==> config.mk <==
export PLATFORM = sky130hd
export DESIGN_NAME = base_event_coalesce
export DESIGN_NICKNAME = d
export VERILOG_FILES = /design/src/rtl/base_event_coalesce.sv
export SDC_FILE = /design/constraint.sdc
export NUM_CORES = 1
export LEC_CHECK = 0
export CAP_MARGIN = 20
export CORE_MARGIN = 1
export CORE_UTILIZATION = 35
export CTS_BUF_LIST = sky130_fd_sc_hd__clkbuf_8
export DETAILED_ROUTE_END_ITERATION = 8
export PLACE_DENSITY = 0.65
export SETUP_SLACK_MARGIN = 0.1
export SLEW_MARGIN = 10
export SYNTH_ARGS = -nofsm -noshare
export SYNTH_HDL_FRONTEND = slang
export SYNTH_SLANG_ARGS = --single-unit
==> constraint.sdc <==
create_clock -name clk -period 3.6 [get_ports clk]
set_input_delay 0.54 -clock clk [delete_from_list [all_inputs] [get_ports clk]]
set_output_delay 0.54 -clock clk [all_outputs]
set_load 0.02 [all_outputs]
==> src/rtl/base_event_coalesce.sv <==
// Coalesces a raw event strobe into at most one pulse every `gap` cycles, with an event count.
// Define BASE_EVCOAL_FLUSH_EN to add the i_flush early-emission input.
module base_event_coalesce #(
  parameter int unsigned gap    = 16,
  parameter int unsigned cwidth = 8,
  parameter int unsigned tw     = $clog2(gap)
) (
  input  logic              clk,
  input  logic              rst_n,
  input  logic              i_ev,
`ifdef BASE_EVCOAL_FLUSH_EN
  input  logic              i_flush,
`endif
  output logic              o_pulse,
  output logic [cwidth-1:0] o_cnt,
  output logic              o_sat,
  output logic              o_busy
);

  typedef enum logic [0:0] {StIdle, StCool} state_e;

  localparam logic [cwidth-1:0] CntMax  = '1;
  localparam logic [tw-1:0]     TmrLoad = tw'(gap - 1);

  state_e            state_q, state_d;
  logic [cwidth-1:0] pend_q, pend_d;
  logic [cwidth-1:0] cnt_q, cnt_d;
  logic [tw-1:0]     tmr_q, tmr_d;
  logic              sticky_q, sticky_d;
  logic              pulse_q, pulse_d;
  logic              sat_q, sat_d;

  logic              flush;
  logic              decision;
  logic              add_sat;
  logic              nonzero;
  logic [cwidth-1:0] sum;

`ifdef BASE_EVCOAL_FLUSH_EN
  assign flush = i_flush;
`else
  assign flush = 1'b0;
`endif

  always_ff @(posedge clk or negedge rst_n) begin
    if (!rst_n) begin
      state_q  <= StIdle;
      pend_q   <= '0;
      tmr_q    <= '0;
      sticky_q <= 1'b0;
      pulse_q  <= 1'b0;
      cnt_q    <= '0;
      sat_q    <= 1'b0;
    end else begin
      state_q  <= state_d;
      pend_q   <= pend_d;
      tmr_q    <= tmr_d;
      sticky_q <= sticky_d;
      pulse_q  <= pulse_d;
      cnt_q    <= cnt_d;
      sat_q    <= sat_d;
    end
  end

  always_comb begin
    decision = (state_q == StIdle) ? i_ev : ((tmr_q == '0) || flush);
    add_sat  = (pend_q == CntMax) && i_ev;
    sum      = add_sat ? CntMax : pend_q + cwidth'(i_ev);
    nonzero  = (pend_q != '0) || i_ev;

    state_d  = state_q;
    pend_d   = pend_q;
    tmr_d    = tmr_q;
    sticky_d = sticky_q;
    pulse_d  = 1'b0;
    cnt_d    = cnt_q;
    sat_d    = sat_q;

    if (decision && nonzero) begin
      pulse_d  = 1'b1;
      cnt_d    = sum;
      sat_d    = sticky_q | add_sat;
      pend_d   = '0;
      sticky_d = 1'b0;
      tmr_d    = TmrLoad;
      state_d  = StCool;
    end else if (decision) begin
      // Only reachable from COOL: nothing pending, so fall back to IDLE silently.
      state_d = StIdle;
      tmr_d   = '0;
    end else if (state_q == StCool) begin
      tmr_d = tmr_q - tw'(1);
      if (i_ev) begin
        if (pend_q == CntMax) begin
          sticky_d = 1'b1;
        end else begin
          pend_d = pend_q + cwidth'(1);
        end
      end
    end
  end

  always_comb begin
    o_pulse = pulse_q;
    o_cnt   = cnt_q;
    o_sat   = sat_q;
    o_busy  = (state_q == StCool);
  end

endmodule

* After elaboration in Yosys (flattened, before gate mapping) *
Cells that the tools add are included.

word-level totals
  register bits after elaboration = 24
  output and inout port bits = 11
  word-level logic and storage cells = 44
  bits of input ports = 3

cells by class
  add/sub/neg operators = 3
  bitwise gates (word level) = 1
  reductions and logical operators = 12
  eq/ne operators = 3
  mux-type cells = 18

operators with widths
  operator             count
  $mux 8               6
  $mux 4               3
  $mux 1               9
  $add 8x1->8          1
  $add 8x1->8 const B  1
  $eq 8x8->1 const B   1
  $reduce_and 4->1     2
  $reduce_bool 2->1    4
  $reduce_bool 8->1    1
  $logic_not 4->1      1
  $sub 4x1->4 const B  1
  $reduce_bool 3->1    1
  $logic_and 1x1->1    2
  $ne 2x1->1 const B   1
  $ne 2x2->1 const B   1
  $logic_or 1x1->1     1
  $or 1x1->1           1

* Longest topological paths before layout *
Gate-level depths: netlist (run 1).

  depth in word-level cells = 6
  mapped depth = 9
  gate-level depth less buffers = 8

* Worst setup path before layout (run 1) *
No wires, ideal clock.

  path type = register -> register
  start point = register tmr_q[0]
  end point = register cnt_q[2] (netlist: o_cnt[2])
  stages on the path, launching flop included = 9
  data arrival time = 1.661 ns
  path buffers = 1
  setup time = 0.136 ns
  clock period less this slack = 1.797 ns
  required time = 3.464 ns
  path slack = 1.803 ns
  path through = dfrtp_1 inv_1 ha_1 nor3b_2 mux2i_1 a21o_1 buf_2 nor2_1 a21oi_1

between the ends
  word-level cells in the longest chain between the ends = 3

ends and longest elaborated chain
  what                    RTL line  source
  from (decl)             28        logic [tw-1:0] tmr_q, tmr_d;
  from (signal assigned)  57        tmr_q <= tmr_d;
  $logic_not 4->1         66        decision = (state_q == StIdle) ? i_ev : ((tmr_q == '0) || flush);
  $mux 1                  66
  $logic_and 1x1->1       79        if (decision && nonzero) begin
  to (signal assigned)    60        cnt_q <= cnt_d;
  to (decl)               27        logic [cwidth-1:0] cnt_q, cnt_d;

Every way passes these cells.
A chain may end at the register's enable or synchronous reset.

* Worst setup path in the final report (run 1) *
  start point = input port i_ev
  end point = register pend_q[6]

between the ends
  word-level cells in the longest chain between the ends = 4
  elaborated cells between the ends (all ways) = 9
  those cells by class = eq/ne: 2; mux: 2; reduce/logical: 5

ends and longest elaborated chain
  what                                          RTL line  source
  from (decl)                                   10        input logic i_ev,
  $mux 1 or $logic_or 1x1->1 (tied branches)    66, 69
  $logic_and 1x1->1                             79
  $ne 2x2->1 (no line) (tied with other cells)  -
  $reduce_and 4->1 (no line)                    -
  to (signal assigned)                          56        pend_q <= pend_d;
  to (decl)                                     26        logic [cwidth-1:0] pend_q, pend_d;

Parallel ways exist; a longest one is shown, timed or not.

==> impl_metrics.csv, run 1 <==
group,metric,value,unit
synthesis,postSynthCellCount,125,
drt,drt_iter0_drc,90,
finish,antenna_cells,0,
critical_path,worstPathArrival,2.59,ns
cts,cts.clk_slew.worst_paths,0.08,ns
synthesis,yosysUniqueCellTypes,34,
critical_path,worstPathMaxFanout,18,
global_route,antenna_found_initial,0,
pwr,p_leak,0.638,nW
synthesis,avgSynthCellArea,10.3,µm²
sta,fin_setup_tns,0,ns
synthesis,synth_seq_cells,24,
cts,cts.sinks,24,
die,dieArea,0.00393,mm²
pwr,power_frac_clock,14.3,%
synthesis,ys_warn_count,0,
die,initial_core_util,37.4,%
status,outcome,"finished clean",
sta,slew_violations,0,
die,coreArea,0.00344,mm²
synthesis,seq_area_frac_synth,46.6,%
synthesis,synth_common_cells,"dfrtp_1, nor2_1, a21oi_1, nand2_1, nand3_1",
pwr,p_sw,0.514,mW
global_route,overflow,0,
pwr,seqPwrFrac,39.0,%
cts,cts_root_buf,"clkbuf_8",
sta,rsz0062_at_grt,"false",
cts,cts_tree,"yes",
synthesis,synth-edff-count,0,
cts,cts_max_level,1,
die,die_x,62.7,µm
pwr,swShare,40.4,%
finish,drive_above_1_share,8.76,%
sta,slew-limit-headroom,61.5,%
finish,syn_to_final_growth,15.7,%
cts,numCtsBuffers,3,
synthesis,synth_nets,133,
drt,finalWirelength,2.57,mm
synthesis,synth_top_area_share,46.6,%
cts,hold_buffers,0,
critical_path,cp-start-kind,"input pin",
synthesis,synth_top_area_cell,"dfrtp_1",
finish,nets,146,
synthesis,syn_area,0.00129,mm²
sta,worstMarginPinSlew,0.576,ns
pwr,p_int,0.757,mW
global_route,grt_start_max_net_pins,25,
sta,period_share,66.1,%
sta,setup_viol,0,
global_route,grt_pass1_wl,4.66,mm
drt,vias_per_cell,5.26,
pwr,combPwrFrac,46.6,%
job,drv_cap,0,
drt,drc_errors,0,
finish,fin_util,43.3,%
cts,clock_latency,0.26,ns
synthesis,synth_area_leaders,"dfrtp_1, ha_1, nor2_1",
hold_path,hold_path.class,"register to register",
global_route,grt_pass1_vias,990,
sta,whs,0.523,ns
global_route,grtUsageTotal,15.1,%
placed_design,place_congestion,0.862,
critical_path,cp.required,3.81,ns
cts,clock_path_buffers,2,
die,fp-row-count,21,
placed_design,dp_hpwl,1.78,mm
pwr,ir_worst_vdd,0.307,mV
synthesis,synth_most_common_cell,"dfrtp_1",
pwr,powerDensity,853,mW/mm²
critical_path,crit_type,"input pin to register",
drt,drtPass1Iterations,4,
die,pin_count,14,
cts,ctsResizeCount,0,
cts,cts_setup_buffers,0,
synthesis,postSynth.asyncResetShare,100,%
sta,period_minus_slack,2.38,ns
finish,instances_no_fill,183,
sta,max_freq,420,MHz
critical_path,cp-end-kind,"register",
drt,detail-route-antenna-nets,0,
sta,hold_violations,0,
pwr,total_power,1.27,mW
drt,route.vias.total,963,
placed_design,placed_cells,178,
synthesis,synthFlopType,"dfrtp_1",
die,die_h,62.7,µm
drt,post_drt_wl_per_cell,14.0,µm
placed_design,port_buffers,13,
sta,skew,0.00173,ns
-- stage by stage --
step	setup WS (ns)	instance area, µm²
final	1.22	1490
after global routing	1.03	1490
after CTS	1.22	1480
after detailed placement	0.935	1420
after global placement	1.03	1420
after floorplan	1.80	1290
-- critical path, cell delays in order --
cell and delay (ns):
clkdlybuf4s50_1 0.57, nor4_1 0.28, a21o_1 0.37, inv_2 0.22, or4_1 0.53, nand2_1 0.08
-- path summary, 6_finish.rpt --
path	depth (start not counted)	endpoint	slack [ns]	from
worst max-delay path	6	pend_q[6]$_DFFE_PN0P_	1.22	i_ev
worst min-delay path	2	sticky_q$_DFFE_PN0P_	0.52	sticky_q$_DFFE_PN0P_
min in group asynchronous	1	tmr_q[3]$_DFFE_PN0P_	0.64	rst_n
max in group asynchronous	2	pend_q[7]$_DFFE_PN0P_	2.48	rst_n
worst max register to register	8	o_sat$_DFFE_PN0N_	1.28	tmr_q[0]$_DFFE_PN0P_
worst min register to register	2	sticky_q$_DFFE_PN0P_	0.52	sticky_q$_DFFE_PN0P_
-- placed cells by master, fill, tap and decap left out, types with 2 or more instances in the layout --
cell type and instances:
a21oi_1 9, dfrtp_1 24, o211ai_1 5, xor2_1 4, xnor2_1 4, o31ai_1 3
nor4_1 2, nand3_1 7, o22a_1 3, or4_1 2, nand2b_1 2, mux2i_1 2
inv_1 5, nor2_1 16, clkbuf_8 4, nand4_1 2, ha_1 5, o21ai_0 3
clkdlybuf4s50_1 13, nand2_1 7
-- power groups by stage --
stage,Clock [mW],Combinational [mW],Sequential [mW]
6_report,0.182,0.593,0.496
5_1_grt,0.202,0.658,0.513
4_1_cts,0.186,0.597,0.496
3_5_place_dp,0,0.593,0.497
3_3_place_gp,0,0.582,0.496
2_1_floorplan,0,0.354,0.537
-- cell families (layout without fill, tap and decap cells) --
kind of cell             Yosys count  in the layout  share of synthesized area, %
XOR/XNOR                           8              8                          5.44
buffers and inverters             12             24                          6.02
AND/OR/NAND/NOR                   47             47                          21.5
adder cells (fa/ha/maj)            5              5                          4.86
multiplexers                       2              2                          1.55
flip-flops                        24             24                          46.6
AO/OA/AOI/OAI                     27             27                          14.0
-- flip-flops by register name (all words and copies together) (netlist names) --
signal    flops
o_busy        1
o_cnt         8
o_pulse       1
o_sat         1
pend_q        8
sticky_q      1
tmr_q         4
-- routing by layer --
layer	up-vias	share of wire [%]	GRT usage, %	wire [µm]
li1	470	-	-	-
met1	476	49	19.8	1260
met2	15	46	23.5	1190
met3	2	3.5	4.56	89
met4	0	1.1	5.23	27
met5	-	0	0	0
-- layout make-up --
class | instances | area [µm²]
fillers | 325 | 1950
multi-input cells | 89 | 609
flip-flops and latches | 24 | 601
repair buffers | 14 | 145
well taps | 46 | 57.6
clock buffers | 4 | 55.1
inverters | 6 | 22.5
(Power assumes the default switching activity.)
==> run 2: changes to the inputs <==
==> constraint.sdc (replaced) <==
create_clock -name clk -period 2.25 [get_ports clk]
set_input_delay 0.3375 -clock clk [delete_from_list [all_inputs] [get_ports clk]]
set_output_delay 0.3375 -clock clk [all_outputs]
set_load 0.02 [all_outputs]
==> impl_metrics.csv, run 2 (synthesis gave the netlist of run 1 again) <==
group,metric,value,unit
status,outcome,"finished clean",
critical_path,worstPathMaxFanout,5,
drt,finalWirelength,2.62,mm
drt,post_drt_wl_per_cell,13.7,µm
sta,max_freq,495,MHz
finish,final_common_cell,"dfrtp_1",
die,pin_count,14,
cts,cts_max_level,1,
global_route,grtUsageTotal,14.8,%
sta,skew,0.00203,ns
die,dieArea,0.00393,mm²
sta,slew-limit-headroom,69.8,%
finish,drive_above_1_share,14.5,%
hold_path,hold_path.class,"input pin to async pin",
sta,fin_ws,0.231,ns
sta,slew_violations,0,
drt,drtPass1Iterations,4,
cts,cts_root_buf,"clkbuf_8",
die,fp-row-count,21,
global_route,grt_pass1_wl,4.66,mm
die,coreArea,0.00344,mm²
critical_path,crit_type,"register to register",
die,initial_core_util,37.4,%
cts,cts.clk_slew.worst_paths,0.07,ns
placed_design,dp_hpwl,1.91,mm
global_route,grt_pass1_vias,1014,
global_route,overflow,0,
finish,instances_no_fill,191,
finish,most-common-layout-cells,"dfrtp_1, nor2_1, clkdlybuf4s50_1, buf_4, a21oi_1",
drt,route.vias.total,985,
critical_path,slowest_delay,0.51,ns
drt,drt_iter0_drc,22,
pwr,powerDensity,1350,mW/mm²
critical_path,cp-start-kind,"register",
sta,hold_violations,0,
sta,worstMarginPinSlew,0.452,ns
pwr,p_leak,0.671,nW
global_route,antenna_found_initial,0,
sta,period_share,89.7,%
placed_design,place_congestion,0.875,
finish,nets,155,
critical_path,cpMaxStageDelayCell,"or4_1",
sta,fin_setup_tns,0,ns
drt,detail-route-antenna-nets,0,
critical_path,cp-end-kind,"register",
sta,setup_viol,0,
cts,clock_path_buffers,2,
die,die_x,62.7,µm
sta,period_minus_slack,2.02,ns
pwr,ir_worst_vdd,0.750,mV
finish,syn_to_final_growth,20.0,%
cts,cts_tree,"yes",
drt,vias_per_cell,5.16,
die,die_h,62.7,µm
cts,numCtsBuffers,3,
critical_path,cp.required,2.44,ns
critical_path,path_cells,"inv_1 -> ha_2 -> nor3b_4 -> buf_4 -> nor2b_4 -> nand3_4 -> or4_1 -> a21oi_1",
cts,clock_latency,0.25,ns
job,drv_cap,0,
cts,cts.sinks,24,
placed_design,dp_slack,0.0376,ns
placed_design,placed_cells,184,
sta,rsz0062_at_grt,"true",
drt,drc_errors,0,
global_route,grt_start_max_net_pins,25,
placed_design,port_buffers,13,
critical_path,worstPathArrival,2.20,ns
finish,antenna_cells,0,
## run 2: routing by layer
layer	vias up	global-route usage [%]	share of wire, %
met1	467	19.4	46
met4	0	1.74	0
met2	26	25.5	50
met3	0	3.47	4.6
li1	492	-	-
met5	-	0	0
## run 2: layout make-up
class | count | area, µm²
fillers | 309 | 1900
multi-input cells | 89 | 618
flip-flops and latches | 24 | 601
repair buffers | 23 | 205
well taps | 46 | 57.6
clock buffers | 3 | 41.3
inverters | 6 | 22.5
## run 2: report_power, final
part | internal (mW) | switching (mW)
Sequential | 0.614 | 0.185
Clock | 0.119 | 0.117
Combinational | 0.515 | 0.532
## run 2: worst paths after layout
kind / end / depth (start not counted) / startpoint / slack, ns
setup / recovery: pend_q[7]$_DFFE_PN0P_ / 8 / tmr_q[0]$_DFFE_PN0P_ / 0.23
hold / removal: o_busy$_DFFE_PN0P_ / 2 / rst_n / 0.44
setup reg to reg: pend_q[7]$_DFFE_PN0P_ / 8 / tmr_q[0]$_DFFE_PN0P_ / 0.23
hold reg to reg: o_sat$_DFFE_PN0N_ / 1 / sticky_q$_DFFE_PN0P_ / 0.49
max in group asynchronous: o_cnt[2]$_DFFE_PN0N_ / 2 / rst_n / 1.58
min in group clk: o_sat$_DFFE_PN0N_ / 1 / sticky_q$_DFFE_PN0P_ / 0.49
## run 2: what timing repair did
| item | in CTS | in global routing |
|---|---|---|
| pin swaps | 0 | 1 |
| hold buffers | 0 | 0 |
| endpoints found under the setup margin | 3 | 4 |
| setup buffers | 1 | 3 |
| resized for setup | 1 | 2 |
## run 2: worst max-delay path, delay by kind of cell, from the launching register on
family	cells	cell delay (ns)
flip-flops	1	0.42
buffers and inverters	2	0.22
adder cells (fa/ha/maj)	1	0.20
AND/OR/NAND/NOR	4	0.96
AO/OA/AOI/OAI	1	0.15
## run 2: through the flow
stage	total power [mW]	util, %	hold WS [ns]	cell area (µm²)
CTS	2.08	44.2	0.440	1520
detailed placement	1.81	42.6	0.479	1470
floorplan	1.43	-	0.0419	1290
finish	2.08	44.9	0.440	1550
global placement	1.76	42.6	0.476	1470
global route	2.26	44.9	0.449	1550
